[src/rtl/fp_addsub_pipe.sv]
// Four-stage floating-point add/subtract with round-to-nearest-even, special-value bypass,
// exception flags and a valid/ready stream interface. All stages advance together.
module fp_addsub_pipe #(
  parameter int EXP_W = 8,
  parameter int MAN_W = 23,
  localparam int W = 1 + EXP_W + MAN_W
) (
  input  logic         clk,
  input  logic         rst,
  input  logic         in_valid,
  output logic         in_ready,
  input  logic [W-1:0] a,
  input  logic [W-1:0] b,
  input  logic         sub,
  output logic         out_valid,
  input  logic         out_ready,
  output logic [W-1:0] res,
  output logic [3:0]   flags
);

  localparam int MW   = MAN_W + 4;        // hidden + fraction + guard/round/sticky
  localparam int EW   = EXP_W + 2;        // signed exponent width for range checks
  localparam int LZ_W = $clog2(MW + 1);
  localparam logic [EXP_W-1:0] EXP_ONES = '1;

  logic advance;
  assign advance  = !out_valid || out_ready;
  assign in_ready = advance;

  // ---------------- Stage 1: unpack, classify, swap, align ----------------
  logic             sa, sb, zero_a, zero_b, inf_a, inf_b, nan_a, nan_b, a_ge_b;
  logic [EXP_W-1:0] ea, eb, exp_l, exp_s, diff;
  logic [MAN_W-1:0] fa, fb, frac_l, frac_s;
  logic [MW-1:0]    ms_full, ms_align;
  logic             byp_d;
  logic [W-1:0]     byp_res_d;
  logic [3:0]       byp_flags_d;

  assign sa     = a[W-1];
  assign sb     = b[W-1] ^ sub;
  assign ea     = a[W-2:MAN_W];
  assign eb     = b[W-2:MAN_W];
  assign fa     = a[MAN_W-1:0];
  assign fb     = b[MAN_W-1:0];
  assign zero_a = (ea == '0);
  assign zero_b = (eb == '0);
  assign inf_a  = (ea == EXP_ONES) && (fa == '0);
  assign inf_b  = (eb == EXP_ONES) && (fb == '0);
  assign nan_a  = (ea == EXP_ONES) && (fa != '0);
  assign nan_b  = (eb == EXP_ONES) && (fb != '0);
  assign a_ge_b = a[W-2:0] >= b[W-2:0];
  assign exp_l  = a_ge_b ? ea : eb;
  assign exp_s  = a_ge_b ? eb : ea;
  assign frac_l = a_ge_b ? fa : fb;
  assign frac_s = a_ge_b ? fb : fa;
  assign diff   = exp_l - exp_s;
  assign ms_full = {1'b1, frac_s, 3'b000};

  // Bits shifted past the sticky position collapse into the sticky bit.
  always_comb begin
    ms_align = ms_full >> diff;
    if (32'(diff) >= 32'(MW - 1))
      ms_align = MW'(1);
    else
      ms_align[0] = ms_align[0] | (|(ms_full & ~({MW{1'b1}} << diff)));
  end

  // Zeros (including flushed denormals), infinities and NaNs never enter the datapath.
  always_comb begin
    byp_d       = 1'b1;
    byp_res_d   = '0;
    byp_flags_d = '0;
    if (nan_a || nan_b || (inf_a && inf_b && (sa != sb))) begin
      byp_res_d   = {1'b0, EXP_ONES, 1'b1, {(MAN_W-1){1'b0}}};
      byp_flags_d = 4'b1000;
    end else if (inf_a)
      byp_res_d = {sa, EXP_ONES, {MAN_W{1'b0}}};
    else if (inf_b)
      byp_res_d = {sb, EXP_ONES, {MAN_W{1'b0}}};
    else if (zero_a && zero_b)
      byp_res_d = {sa & sb, {(W-1){1'b0}}};
    else if (zero_a)
      byp_res_d = {sb, b[W-2:0]};
    else if (zero_b)
      byp_res_d = {sa, a[W-2:0]};
    else
      byp_d = 1'b0;
  end

  logic             s1_valid, s1_byp, s1_sign, s1_eff_sub;
  logic [W-1:0]     s1_byp_res;
  logic [3:0]       s1_byp_flags;
  logic [EXP_W-1:0] s1_exp;
  logic [MW-1:0]    s1_ml, s1_ms;

  always_ff @(posedge clk or posedge rst) begin
    if (rst) begin
      s1_valid     <= 1'b0;
      s1_byp       <= 1'b0;
      s1_byp_res   <= '0;
      s1_byp_flags <= '0;
      s1_sign      <= 1'b0;
      s1_eff_sub   <= 1'b0;
      s1_exp       <= '0;
      s1_ml        <= '0;
      s1_ms        <= '0;
    end else if (advance) begin
      s1_valid     <= in_valid;
      s1_byp       <= byp_d;
      s1_byp_res   <= byp_res_d;
      s1_byp_flags <= byp_flags_d;
      s1_sign      <= a_ge_b ? sa : sb;
      s1_eff_sub   <= sa ^ sb;
      s1_exp       <= exp_l;
      s1_ml        <= {1'b1, frac_l, 3'b000};
      s1_ms        <= ms_align;
    end
  end

  // ---------------- Stage 2: magnitude add/subtract ----------------
  logic [MW:0] sum_d;
  assign sum_d = s1_eff_sub ? ({1'b0, s1_ml} - {1'b0, s1_ms})
                            : ({1'b0, s1_ml} + {1'b0, s1_ms});

  logic             s2_valid, s2_byp, s2_sign;
  logic [W-1:0]     s2_byp_res;
  logic [3:0]       s2_byp_flags;
  logic [EXP_W-1:0] s2_exp;
  logic [MW:0]      s2_sum;

  always_ff @(posedge clk or posedge rst) begin
    if (rst) begin
      s2_valid     <= 1'b0;
      s2_byp       <= 1'b0;
      s2_byp_res   <= '0;
      s2_byp_flags <= '0;
      s2_sign      <= 1'b0;
      s2_exp       <= '0;
      s2_sum       <= '0;
    end else if (advance) begin
      s2_valid     <= s1_valid;
      s2_byp       <= s1_byp;
      s2_byp_res   <= s1_byp_res;
      s2_byp_flags <= s1_byp_flags;
      s2_sign      <= s1_sign;
      s2_exp       <= s1_exp;
      s2_sum       <= sum_d;
    end
  end

  // ---------------- Stage 3: leading-zero count and normalise ----------------
  logic [LZ_W-1:0]     lzc;
  logic [MW-1:0]       norm_m;
  logic signed [EW-1:0] exp_ext, norm_e;

  assign exp_ext = $signed({2'b00, s2_exp});

  always_comb begin
    lzc = LZ_W'(MW);
    for (int i = 0; i < MW; i++)
      if (s2_sum[i]) lzc = LZ_W'(MW - 1 - i);
  end

  always_comb begin
    if (s2_sum[MW]) begin
      norm_m = {s2_sum[MW:2], s2_sum[1] | s2_sum[0]};
      norm_e = exp_ext + $signed(EW'(1));
    end else begin
      norm_m = s2_sum[MW-1:0] << lzc;
      norm_e = exp_ext - $signed(EW'(lzc));
    end
  end

  logic                 s3_valid, s3_byp, s3_sign, s3_zero;
  logic [W-1:0]         s3_byp_res;
  logic [3:0]           s3_byp_flags;
  logic signed [EW-1:0] s3_exp;
  logic [MW-1:0]        s3_m;

  always_ff @(posedge clk or posedge rst) begin
    if (rst) begin
      s3_valid     <= 1'b0;
      s3_byp       <= 1'b0;
      s3_byp_res   <= '0;
      s3_byp_flags <= '0;
      s3_sign      <= 1'b0;
      s3_zero      <= 1'b0;
      s3_exp       <= '0;
      s3_m         <= '0;
    end else if (advance) begin
      s3_valid     <= s2_valid;
      s3_byp       <= s2_byp;
      s3_byp_res   <= s2_byp_res;
      s3_byp_flags <= s2_byp_flags;
      s3_sign      <= s2_sign;
      s3_zero      <= (s2_sum == '0);
      s3_exp       <= norm_e;
      s3_m         <= norm_m;
    end
  end

  // ---------------- Stage 4: round, pack, flag ----------------
  logic                 round_up, inexact_d;
  logic [MAN_W+1:0]     rnd_m;
  logic signed [EW-1:0] rnd_e;
  logic [MAN_W-1:0]     rnd_frac;
  logic [W-1:0]         res_d;
  logic [3:0]           flags_d;

  assign round_up  = s3_m[2] & (s3_m[3] | s3_m[1] | s3_m[0]);
  assign rnd_m     = {1'b0, s3_m[MW-1:3]} + (MAN_W+2)'(round_up);
  assign rnd_e     = s3_exp + $signed(EW'(rnd_m[MAN_W+1]));
  assign rnd_frac  = rnd_m[MAN_W+1] ? rnd_m[MAN_W:1] : rnd_m[MAN_W-1:0];
  assign inexact_d = |s3_m[2:0];

  always_comb begin
    res_d   = '0;
    flags_d = '0;
    if (s3_byp) begin
      res_d   = s3_byp_res;
      flags_d = s3_byp_flags;
    end else if (s3_zero) begin
      res_d = '0;
    end else if (s3_exp[EW-1] || (s3_exp == '0)) begin
      res_d   = {s3_sign, {(W-1){1'b0}}};
      flags_d = 4'b0011;
    end else if (rnd_e >= $signed({2'b00, EXP_ONES})) begin
      res_d   = {s3_sign, EXP_ONES, {MAN_W{1'b0}}};
      flags_d = 4'b0101;
    end else begin
      res_d   = {s3_sign, rnd_e[EXP_W-1:0], rnd_frac};
      flags_d = {3'b000, inexact_d};
    end
  end

  always_ff @(posedge clk or posedge rst) begin
    if (rst) begin
      out_valid <= 1'b0;
      res       <= '0;
      flags     <= '0;
    end else if (advance) begin
      out_valid <= s3_valid;
      res       <= res_d;
      flags     <= flags_d;
    end
  end

endmodule

[config.mk]
export PLATFORM = sky130hd
export DESIGN_NAME = fp_addsub_pipe
export DESIGN_NICKNAME = d
export VERILOG_FILES = /design/src/rtl/fp_addsub_pipe.sv
export SDC_FILE = /design/constraint.sdc
export NUM_CORES = 1
export LEC_CHECK = 0
export CAP_MARGIN = 20
export CORE_MARGIN = 2
export CORE_UTILIZATION = 60
export CTS_BUF_LIST = sky130_fd_sc_hd__clkbuf_4 sky130_fd_sc_hd__clkbuf_8 sky130_fd_sc_hd__clkbuf_16
export DETAILED_ROUTE_END_ITERATION = 8
export PLACE_DENSITY = 0.8
export SLEW_MARGIN = 25
export SYNTH_ARGS = -nofsm -noshare
export SYNTH_HDL_FRONTEND = slang
export SYNTH_SLANG_ARGS = --single-unit
export TNS_END_PERCENT = 100
[constraint.sdc]
create_clock -name clk -period 11 [get_ports clk]
set_clock_uncertainty 0.05 [all_clocks]
set_input_delay 2.2 -clock clk [delete_from_list [all_inputs] [get_ports clk]]
set_output_delay 2.2 -clock clk [all_outputs]
set_load 0.03 [all_outputs]
# Word-level counts from Yosys, hierarchy flattened
# Index checks and enable logic that the tools add are counted.
[op_classes]
n_addsub = 7
order_cmp = 3
eq_ne = 3
shifts = 3
n_mux = 59
bitwise = 10
n_reduce_logical = 22
[op_table]
columns = ["operator", "count"]
rows = [
  ["32-bit 2-to-1 mux", 8],
  ["5-bit 2-to-1 mux", 26],
  ["23-bit 2-to-1 mux", 3],
  ["31-bit 2-to-1 mux", 2],
  ["23-bit logical NOT", 2],
  ["23-bit nonzero test", 2],
  ["31-bit >= comparator", 1],
  ["27-bit by 27-bit adder with 28-bit output", 1],
  ["28-bit logical NOT", 1],
  ["28-bit 2-to-1 mux", 1],
  ["27-bit by 27-bit subtractor with 28-bit output", 1],
  ["27-bit AND", 1],
  ["27-bit 2-to-1 mux", 1],
  ["27-bit inverter", 1],
  ["27-bit OR reduction", 1],
  ["27-bit by 5-bit left shift with 27-bit output", 1],
  ["27-bit by 8-bit left shift with 27-bit output (first input constant)", 1],
  ["27-bit by 8-bit right shift with 27-bit output", 1],
  ["26-bit 2-to-1 mux", 1],
  ["24-bit by 1-bit adder with 25-bit output", 1],
  ["8-bit equality test (second input constant)", 2],
  ["8-bit logical NOT", 2],
  ["8-bit 2-to-1 mux", 2],
  ["10-bit by 2-bit adder with 10-bit output", 1],
  ["18 further kinds", 43],
]
[totals]
regBits = 288

# Logic depth before layout (Yosys ltp)
[depth]
depth_word = 29
depth_mapped = 28
depth_no_buf = 20

# Worst setup path before layout
# Ideal clock, no wire load.
[synth_path]
kind = "input to register"
from = "in b[15]"
to = "reg s1_ms[20]"
t_arrival_ns = 7.009
required_ns = 10.829
path_slack_ns = 3.820
path_stages = 27
path_cell_list = "clkbuf_1 inv_1 ha_1 a211oi_1 o21ai_1 a221o_1 a21o_1 a21oi_4 buf_6 buf_6 buf_8 buf_2 buf_2 buf_2 nor2_1 a21oi_1 ha_1 inv_1 nor2_1 a211oi_1 mux2i_1 a2111oi_0 nor4b_1 a211oi_2 o311a_4 and3_4 a22o_1"
[synth_via]
elab_chain_cells = 5
elab_cells_between_ends = 8
cone_classes = "add/sub: 1; order compare: 2; shift: 1; mux: 4"
[synth_rtl]
columns = ["item", "line", "source"]
rows = [
  ["from (decl)", "13", "input logic [W-1:0] b,"],
  ["31-bit >= comparator", "51", "assign a_ge_b = a[W-2:0] >= b[W-2:0];"],
  ["8-bit 2-to-1 mux, on equally long branches", "52, 53", ""],
  ["8-bit subtractor", "56", "assign diff = exp_l - exp_s;"],
  ["27-bit by 8-bit right shift with 27-bit output or 8-bit by 5-bit >= comparator with 1-bit output (tied branches)", "61, 62", ""],
  ["26-bit 2-to-1 mux (*)", "62", "if (32'(diff) >= 32'(MW - 1))"],
  ["to (signal assigned)", "116", "s1_ms <= ms_align;"],
  ["to (decl)", "94", "logic [MW-1:0] s1_ml, s1_ms;"],
]
# Mark *: on every way between the ends. The rest lies on a longest branch, timed or not.
# A chain may end at the register's enable or synchronous reset.

# Worst setup path in the final report
[layout_path]
from = "in b[29]"
to = "reg s1_ms[5]"
# Same word-level chain as after synthesis.

==> qor.yml <==
tightestPinTransition_ps: 1065
critPathTopFamily: "buffers and inverters"
cp.arrival_ps: 7930
grt_pass1_vias: 16880
cts_setup_buffers: 0
wirelength_mm: 60.47
hold_slack_ps: 402.2
ant_nets: 0
yosysSeqAreaShare_pct: 35.57
num_rows: 66
dr_total_vias: 18320
drt-initial-drc-count: 2006
gp_congestion: 1.006
drc: 0
io_buffers: 106
die_h_microns: 184.9
synthArstFlopShare_pct: 100.0
synth_edf_count: 0
area_growth_pct: 11.51
crit_required_ps: 11450
clkSinkCount: 279
cts.htree.levels: 1
crit_buf_inv: 4
p_total_mw: 5.618
clk_pin_slew_ps: 60
fin_util_pct: 67.61
fp.coreArea_sq_um: 32370
max_stage_delay_ps: 800
grt_pass1_wl_mm: 94.89
power_density_nw_per_um2: 256.7
finalSetupViolCount: 0
clock_latency_ps: 580
crit_fanout: 26
netlist_area_sq_um: 19630
crit_slowest_cell: "clkinv_1"
insertedDiodeCount: 0
cp-startpoint: "b[29]"
synth_seq_cells: 279
slew_viol_final: 0
max-vdd-ir-drop_v: 0.0001533
crit_type: "in -> reg"
overflow: 0
syn-num-nets: 2544
cts_tree: "yes"
slew_headroom_pct: 29.00
ctsHoldBuffers: 0
rsz0062_at_grt: "no"
drive_above_1_share_pct: 5.562
io_pins: 107
min_period_ps: 7482
leakagePower_nw: 10.14
grtUsageTotal_pct: 35.37
start_util_pct: 60.63
placed_cell_area_sq_um: 20830
die_area_sq_um: 34170
synthFlopType: "dfrtp_1"
status: "complete, no violations"
fin_nets: 2553
fp.dieW_microns: 184.9
hold_path_startpoint: "s1_exp[2]$_DFFE_PP0P_"
path_cells: "clkdlybuf4s50_1 -> inv_1 -> ha_1 -> and4_1 -> a221o_1 -> a21o_1 -> a21oi_4 -> and2_1 -> a21oi_1 -> ha_1 -> buf_4 -> clkinv_1 -> mux4_2 -> mux2i_1 -> a21oi_1 -> o22ai_1 -> a22o_1"
startpoint_type: "input pin"
synth.avg_cell_area_sq_um: 8.243
detail_route.wl_per_cell_microns: 21.21
numCtsBuffers: 29
r2r-start: "s3_m[2]$_DFFE_PP0P_"
finalSetupTns_ps: 0
cts_buffer_depth: 3
vias_per_cell: 6.425
dp_hpwl_mm: 44.71
finalInstanceArea_sq_um: 21890
min_path_type: "reg -> reg"
synthCells: 2381
drt_first_pass_iters: 8
finalHoldViolCount: 0
max_freq_ghz: 0.1337
antenna_found_initial: 0
ys_warn_count: 0
ctsResizeCount: 0
grt_max_degree: 100
drv_cap: 0
clockRootBuffer: "clkbuf_16"
regToRegSetupSlack_ps: 6070
synth.distinct_cells: 92
period_share_pct: 68.01
cp-end-kind: "register"
==> worst register-to-register path: stages, from the launching register on <==
cell and delay (ps):
dfrtp_1 390, o31a_1 150, ha_1 200, ha_1 250, nand4_1 170, nor2_1 350, and3_1 310, nand3_1 100
nor2_1 300, ha_1 250, ha_1 290, nand3_1 200, a21oi_1 200, o32ai_1 120, a21oi_1 150, buf_4 240
nand2_1 170, nor2_1 630, a221oi_1 220, nor2_1 140
==> routing by layer <==
layer  vias up  track usage [%]  wire, microns
li1       8486                -              -
met1      8816            50.06          26170
met2       860            55.91          27410
met3       155            3.893           4225
met4         0            13.81           2668
met5         -                0              0
==> sequential cells by signal, summed over array words and instances (netlist names), 4 cells and up <==
| register | flops |
|---|---|
| res | 32 |
| s2_exp | 8 |
| s1_exp | 8 |
| flags | 4 |
| s1_ml | 24 |
| s3_m | 27 |
| s3_exp | 10 |
| s1_ms | 27 |
| s2_byp_res | 32 |
| s3_byp_res | 32 |
| s1_byp_res | 32 |
| s2_sum | 28 |
==> through the flow <==
stage / instances / setup WS (ps)
final: 2851 / 3518
after floorplan: 2381 / 1056
after global routing: 2851 / 3222
after detailed placement: 2800 / 3019
after CTS: 2850 / 3603
after global placement: 2800 / 3087
==> synth_stat cells (all sizes together) (10+ instances only) <==
library cell  number  share of area (%)
nor4              23               0.76
nand2b            15               0.48
nor2             196                3.7
o21ai            168                4.3
a22o              15               0.67
and2              14               0.45
inv              104                2.0
a31oi             24               0.76
mux2              14               0.82
ha                92                5.9
mux4              12                1.4
nor2b             13               0.41
nor3              52                1.3
o21a              10               0.38
xnor2             42                1.9
a211oi            19               0.75
clkbuf           124                2.4
nand2            460                8.8
a21o              11               0.42
a22oi             33                1.3
mux2i            167                8.7
buf               30               0.89
xor2              18               0.80
nand3             42                1.1
nand4             17               0.54
dfrtp            279                 36
or3               10               0.32
o31ai             17               0.65
a21oi            165                4.3
o22ai             25               0.80
and3              24               0.79
a221oi            25                1.1
==> final timing paths <==
path	endpoint	cells after the start
min in group asynchronous	s3_m[11]$_DFFE_PP0P_	2
hold reg to reg	s2_exp[2]$_DFFE_PP0P_	2
hold / removal	s2_exp[2]$_DFFE_PP0P_	2
setup reg to reg	res[7]$_DFFE_PP0P_	19
max in group asynchronous	s2_byp_res[30]$_DFFE_PP0P_	4
setup / recovery	s1_ms[5]$_DFFE_PP0P_	17
==> logic make-up after synthesis <==
family,after synthesis,synth area share [%]
simple gates,891,19.79
xor+xnor,60,2.678
fa+ha+maj,94,6.069
buf+inv,259,5.272
flops,279,35.57
compound gates,605,19.74
mux,193,10.88
==> where the power goes <==
group | leakage (nW) | internal, mW | switching [mW]
clock network | 0.512 | 0.629 | 0.404
registers | 3.56 | 1.34 | 0.399
logic | 6.07 | 1.10 | 1.74
total | 10.1 | 3.07 | 2.54
==> area by class of cell <==
class / count / area (sq um)
well taps: 442 / 553.0
clock buffers: 43 / 893.4
flip-flops and latches: 279 / 6982
inverters: 105 / 406.6
multi-input cells: 1843 / 11640
fillers: 2679 / 10490
repair buffers: 132 / 1280
clock inverters: 7 / 128.9
==> cells in the final DEF (no fill, tap or decap), drive strengths merged, types with 33 or more instances in the layout <==
| cell type | instances |
|---|---|
| nand2 | 460 |
| dfrtp | 279 |
| nor2 | 196 |
| o21ai | 168 |
| mux2i | 167 |
| a21oi | 165 |
| clkdlybuf4s50 | 106 |
| inv | 105 |
| ha | 92 |
| nor3 | 52 |
| clkbuf | 43 |
| xnor2 | 42 |
| nand3 | 42 |
| a22oi | 33 |
(Power assumes the default switching activity.)
